File: config.mk
export PLATFORM = sky130hd
export DESIGN_NAME = pc_sequencer
export DESIGN_NICKNAME = d
export VERILOG_FILES = /design/src/rtl/pc_pkg.sv /design/src/rtl/return_address_stack.sv /design/src/rtl/pc_sequencer.sv
export SDC_FILE = /design/constraint.sdc
export NUM_CORES = 1
export LEC_CHECK = 0
export BUFFER_PORTS_ARGS = -buffer_cell sky130_fd_sc_hd__buf_2
export CAP_MARGIN = 20
export CORE_MARGIN = 2
export CORE_UTILIZATION = 60
export DETAILED_ROUTE_END_ITERATION = 10
export HOLD_SLACK_MARGIN = 0.03
export PLACE_DENSITY = 0.87
export SLEW_MARGIN = 20
export SYNTH_ARGS = -nofsm -noshare
export SYNTH_HDL_FRONTEND = slang
export SYNTH_SLANG_ARGS = --single-unit
File: constraint.sdc
create_clock -name clock -period 7.13 [get_ports clock]
set_input_delay 0.3565 -clock clock [delete_from_list [all_inputs] [get_ports clock]]
set_output_delay 0.3565 -clock clock [all_outputs]
set_load 0.01 [all_outputs]
File: src/rtl/pc_pkg.sv
// pc_pkg: shared state and next-PC select encodings for pc_sequencer
package pc_pkg;
  typedef enum logic {PC_RUN, PC_HALTED} pc_state_e;
  typedef enum logic [2:0] {SEL_SEQ, SEL_BRANCH, SEL_RET, SEL_JAL, SEL_TRAP, SEL_HOLD} pc_sel_e;
endpackage

File: src/rtl/return_address_stack.sv
// return_address_stack: circular return-address stack that overwrites its oldest entry when full
module return_address_stack #(
  parameter int XLEN = 32,
  parameter int RAS_DEPTH = 4
) (
  input  logic            clock,
  input  logic            reset,
  input  logic            push,
  input  logic            pop,
  input  logic [XLEN-1:0] push_data,
  output logic [XLEN-1:0] top,
  output logic            empty,
  output logic            underflow
);
  localparam int PW = $clog2(RAS_DEPTH);
  localparam int CW = $clog2(RAS_DEPTH + 1);
  logic [XLEN-1:0] mem [RAS_DEPTH];
  logic [PW-1:0] ptr, ptr_inc, ptr_dec, wr_idx;
  logic [CW-1:0] count;
  logic swap;
  assign empty = count == '0;
  assign top = mem[ptr];
  assign swap = push && pop && !empty;
  assign ptr_inc = ptr == PW'(RAS_DEPTH - 1) ? '0 : ptr + 1'b1;
  assign ptr_dec = ptr == '0 ? PW'(RAS_DEPTH - 1) : ptr - 1'b1;
  assign wr_idx = swap ? ptr : ptr_inc;
  // pointer/count bookkeeping; a simultaneous push and pop replaces the top in place
  always_ff @(posedge clock or posedge reset)
    if (reset) begin
      ptr <= '0;
      count <= '0;
      underflow <= 1'b0;
    end else begin
      underflow <= pop && empty;
      if (push && !swap) begin
        ptr <= ptr_inc;
        count <= count == CW'(RAS_DEPTH) ? count : count + 1'b1;
      end else if (pop && !push && !empty) begin
        ptr <= ptr_dec;
        count <= count - 1'b1;
      end
    end
  // entry storage needs no reset: count gates every read
  always_ff @(posedge clock)
    if (push) mem[wr_idx] <= push_data;
endmodule

File: src/rtl/pc_sequencer.sv
// pc_sequencer: fetch PC with stall, halt/resume, trap redirect and misaligned fault; PC_RAS_EN adds a return-address stack
module pc_sequencer
  import pc_pkg::*;
#(
  parameter int XLEN = 32,
  parameter logic [XLEN-1:0] RESET_VECTOR = '0,
  parameter logic [XLEN-1:0] TRAP_VECTOR = 'h100,
  parameter int INST_BYTES = 4,
  parameter int RAS_DEPTH = 4
) (
  input  logic            clock,
  input  logic            reset,
  input  logic            stall,
  input  logic            is_halt,
  input  logic            resume,
  input  logic            trap_req,
  input  logic            branch_taken,
  input  logic [XLEN-1:0] branch_target,
  input  logic            is_jal,
  input  logic [XLEN-1:0] imm_j,
  input  logic            is_call,
  input  logic            is_ret,
  output logic [XLEN-1:0] program_counter_value,
  output logic            halted,
  output logic            misaligned_fault,
  output logic            ras_empty,
  output logic            ras_underflow
);
  localparam logic [XLEN-1:0] ALIGN_MASK = XLEN'(INST_BYTES - 1);
  pc_state_e state, state_n;
  pc_sel_e sel;
  logic [XLEN-1:0] pc_seq, ras_top, ret_target, target, pc_n;
  logic accept, ret_en, redirect, misaligned;
  assign pc_seq = program_counter_value + XLEN'(INST_BYTES);
  assign accept = state == PC_RUN && !stall && !trap_req;
  assign halted = state == PC_HALTED;
`ifdef PC_RAS_EN
  assign ret_en = is_ret;
  return_address_stack #(.XLEN(XLEN), .RAS_DEPTH(RAS_DEPTH)) u_ras (
    .clock(clock),
    .reset(reset),
    .push(accept && is_call),
    .pop(accept && is_ret),
    .push_data(pc_seq),
    .top(ras_top),
    .empty(ras_empty),
    .underflow(ras_underflow)
  );
`else
  logic unused_ras;
  assign unused_ras = is_call ^ is_ret ^ accept;
  assign ret_en = 1'b0;
  assign ras_top = pc_seq;
  assign ras_empty = 1'b1;
  assign ras_underflow = 1'b0;
`endif
  assign ret_target = ras_empty ? pc_seq : ras_top;
  // next-PC source select, redirect target and alignment check; next FSM state
  always_comb begin
    sel = trap_req ? SEL_TRAP : stall ? SEL_HOLD :
          state == PC_HALTED ? (resume ? SEL_SEQ : SEL_HOLD) :
          branch_taken ? SEL_BRANCH : ret_en ? SEL_RET : is_jal ? SEL_JAL :
          is_halt ? SEL_HOLD : SEL_SEQ;
    target = sel == SEL_BRANCH ? branch_target : sel == SEL_RET ? ret_target :
             program_counter_value + imm_j;
    redirect = sel == SEL_BRANCH || sel == SEL_RET || sel == SEL_JAL;
    misaligned = redirect && |(target & ALIGN_MASK);
    pc_n = (sel == SEL_TRAP || misaligned) ? TRAP_VECTOR : redirect ? target :
           sel == SEL_SEQ ? pc_seq : program_counter_value;
    state_n = trap_req ? PC_RUN : stall ? state :
              state == PC_HALTED ? (resume ? PC_RUN : PC_HALTED) :
              sel == SEL_HOLD ? PC_HALTED : PC_RUN;
  end
  // PC, run/halt state and sticky misaligned fault
  always_ff @(posedge clock or posedge reset)
    if (reset) begin
      program_counter_value <= RESET_VECTOR;
      state <= PC_RUN;
      misaligned_fault <= 1'b0;
    end else begin
      program_counter_value <= pc_n;
      state <= state_n;
      misaligned_fault <= misaligned_fault | misaligned;
    end
endmodule
==> flow_metrics.py <==
metrics = {
    "finish": {
        "n_antenna_cell": 0,
        "seqCellArea_um2": 850.8,
        "drive_gt1_share_pct": 19.39,
        "multi_input_area_um2": 3361,
        "post-route-cell-area_um2": 5046,
        "fin_cells": 790,
        "nets": 797,
        "area_growth_syn_to_layout_pct": 13.93,
        "nFillCells": 636,
    },
    "synth": {
        "synth_most_common_cell": "a21oi_1",
        "netlist_instances": 604,
        "synth-edff-count": 0,
        "ys_seq_elements": 34,
        "syn_nets": 711,
        "ys_seq_area_share_pct": 19.21,
        "ys_types": 75,
        "yosys-top-cells-area": "dfrtp_1, ha_1, a21oi_1, o21ai_0, nand2_1",
        "avgSynthCellArea_um2": 7.333,
        "synth_top_area_cell": "dfrtp_1",
        "synthDominantCellAreaShare_pct": 19.21,
        "ys_async_sr_fraction_pct": 100.0,
        "netlist_area_um2": 4429,
        "ys.flop_type": "dfrtp_1",
        "yosys_warnings": 0,
        "synthTopCellsByCount": "a21oi_1, nand2_1, o21ai_0, nor2_1, dfrtp_1",
    },
    "worst_hold_path": {
        "hold_class": "in -> async",
    },
    "routing": {
        "drc": 0,
        "vias": 5282,
        "drt-vias-per-instance": 6.686,
        "drtIter0Drc": 752,
        "drt-total-wl_um": 14890,
        "routedWlPerCell_um": 18.84,
        "ant_nets": 0,
        "dr.pass1.iters": 6,
    },
    "timing": {
        "skew_ns": 0.007341,
        "rsz0062_at_grt": "no",
        "worst_pin_slew_ns": 1.014,
        "setup_viol": 0,
        "hold_violations": 0,
        "fin_crit_sh_pct": 43.22,
        "relSlewSlack_pct": 32.24,
        "max_clock_freq_mhz": 324.5,
        "drv_slew": 0,
        "fin_setup_tns_ns": 0,
        "fin_crit_ns": 3.082,
    },
    "power": {
        "internal-power_mw": 0.3416,
        "irDropWorstVdd_mv": 0.06676,
        "power_switching_mw": 0.1988,
        "p_comb_share_pct": 32.3,
        "powerDensity_nw_per_um2": 107.1,
        "sw_frac_of_total_pct": 36.79,
        "power_frac_clock_pct": 29.5,
        "power_frac_seq_pct": 38.2,
        "power.total_mw": 0.5405,
        "leakagePower_nw": 2.357,
    },
    "placement": {
        "gp_congestion": 0.9953,
        "placed_cells": 782,
        "io_buffer_count": 105,
        "placed_cell_area_um2": 4955,
        "place.detailed.hpwl_um": 11060,
    },
    "global_route": {
        "grt-ovfl-total": 0,
        "grt_start_max_net_pins": 35,
        "grt_pass1_vias": 4893,
        "grt_usage_pct": 35.41,
        "grt_pass1_wl_um": 23520,
        "antenna_found_initial": 0,
    },
    "clock_tree": {
        "cts_setup_buffers": 0,
        "cts_tree": "done",
        "cts_hold_buf": 0,
        "clock_latency_ns": 0.30,
        "root_buffer": "clkbuf_8",
        "cts.repair.resized": 0,
        "htreeDepth": 2,
        "cts_sinks": 34,
        "clock_path_buffers": 2,
        "numCtsBuffers": 5,
        "cts.clk_slew.worst_paths_ns": 0.08,
    },
    "setup_path": {
        "rr_endpoint": "program_counter_value[28]$_DFFE_PP0P_",
        "path_buf_inv": 1,
        "cpPeakStageDelay_ns": 0.66,
        "cp_top_family": "compound AO/OA/AOI/OAI gates",
        "reg2reg_from": "program_counter_value[0]$_DFFE_PP0P_",
        "cp.required_ns": 7.32,
        "timing_worst_setup_path_type": "reg -> reg",
        "critical_path_arrival_ns": 3.27,
        "worstPathMaxFanout": 4,
        "r2r_slack_ns": 4.05,
        "startpoint_type": "flip-flop",
        "path_cells": "ha_1, inv_1, fa_1, nor2b_2, o31ai_4, a22oi_1, o31ai_1, o31ai_1, o21ai_1, mux2i_1, and3_1",
        "crit_path_top_delay_cell": "o31ai_1",
        "endpoint_kind": "flip-flop",
        "r2r_cells": 11,
        "cpMostUsedCell": "o31ai_1",
    },
    "die": {
        "start_util_pct": 61.39,
        "dieArea_um2": 8086,
        "die_width_um": 89.92,
        "die_y_um": 89.92,
        "io_pins": 110,
        "core_area_um2": 7214,
        "rows": 31,
    },
    "run_status": {
        "status": "finished clean",
    },
    "run": {
        "cap_violations": 0,
    },
}
==> worst reg2reg max path: cells and delay by family, from the launching register on <==
kind | cells | cell delay, ns
AO/OA/AOI/OAI | 5 | 1.37
adder cells (fa/ha/maj) | 2 | 0.61
AND/OR/NAND/NOR | 2 | 0.39
flip-flops | 1 | 0.37
multiplexers | 1 | 0.17
buffers and inverters | 1 | 0.06
==> worst max-delay path by stage <==
stage | startpoint | end | slack (ns) | cells after the start
final | program_counter_value[0]$_DFFE_PP0P_ | program_counter_value[28]$_DFFE_PP0P_ | 4.05 | 11
after detailed placement | imm_j[0] | program_counter_value[28]$_DFFE_PP0P_ | 4.05 | 12
after global routing | program_counter_value[0]$_DFFE_PP0P_ | program_counter_value[28]$_DFFE_PP0P_ | 3.96 | 11
after global placement | imm_j[0] | program_counter_value[26]$_DFFE_PP0P_ | 4.17 | 12
after CTS | program_counter_value[0]$_DFFE_PP0P_ | program_counter_value[28]$_DFFE_PP0P_ | 4.12 | 11
after floorplan | program_counter_value[0]$_DFFE_PP0P_ | program_counter_value[26]$_DFFE_PP0P_ | 4.45 | 11
==> registers in the layout (all words and copies together) (netlist names) <==
signal / count
halted: 1
misaligned_fault: 1
program_counter_value: 32
==> metal layers <==
metal  GRT usage [%]  share of wire (%)  vias up
met2           59.22                 47      366
met1           45.61                 38     2413
met3           5.365                 12       57
li1                -                  -     2446
met4           15.38                3.1        0
met5               0                  0        -
==> per-stage QoR <==
step,utilization (%),setup slack (ns),hold slack (ns)
after detailed placement,68.68,4.055,0.4482
after floorplan,-,4.453,0.4839
final,69.94,4.048,0.1682
after CTS,69.94,4.116,0.1839
after global routing,69.94,3.957,0.2057
after global placement,68.68,4.171,0.4373
==> power groups by stage <==
stage                     Sequential (mW)  Clock, mW  Combinational (mW)
after CTS                           0.206      0.159               0.170
after detailed placement            0.210          0               0.169
after global routing                0.207      0.165               0.190
after global placement              0.209          0               0.164
after floorplan                     0.209          0               0.113
final                               0.207      0.160               0.174
==> cells by family after synthesis <==
family / after synthesis / share of synthesized area, %
AO/OA/AOI/OAI: 236 / 34.46
XOR/XNOR: 25 / 4.944
adder cells (fa/ha/maj): 33 / 9.491
buffers and inverters: 47 / 4.915
flip-flops: 34 / 19.21
multiplexers: 3 / 0.6780
other: 2 / 0.1696
AND/OR/NAND/NOR: 224 / 26.13
==> cell usage in the layout (no fill, tap or decap), drive strengths merged, types with 10 or more instances in the layout <==
master / instances
o211ai: 10
nor3: 15
xor2: 10
a21o: 22
ha: 32
nand3: 24
buf: 109
nand4: 14
xnor2: 15
inv: 17
a21oi: 65
dfrtp: 34
and3: 13
o21ai: 67
nand2: 64
nor2: 40
==> cell type report <==
cell class	count	share of cell area [%]
multi-input combinational	523	66.60
clock inverter	1	0.09918
sequential	34	16.86
timing repair buffer	109	11.01
tap	99	2.455
inverter	17	1.265
clock buffer	7	1.711
No activity file was read; power rests on OpenSTA's default activity.
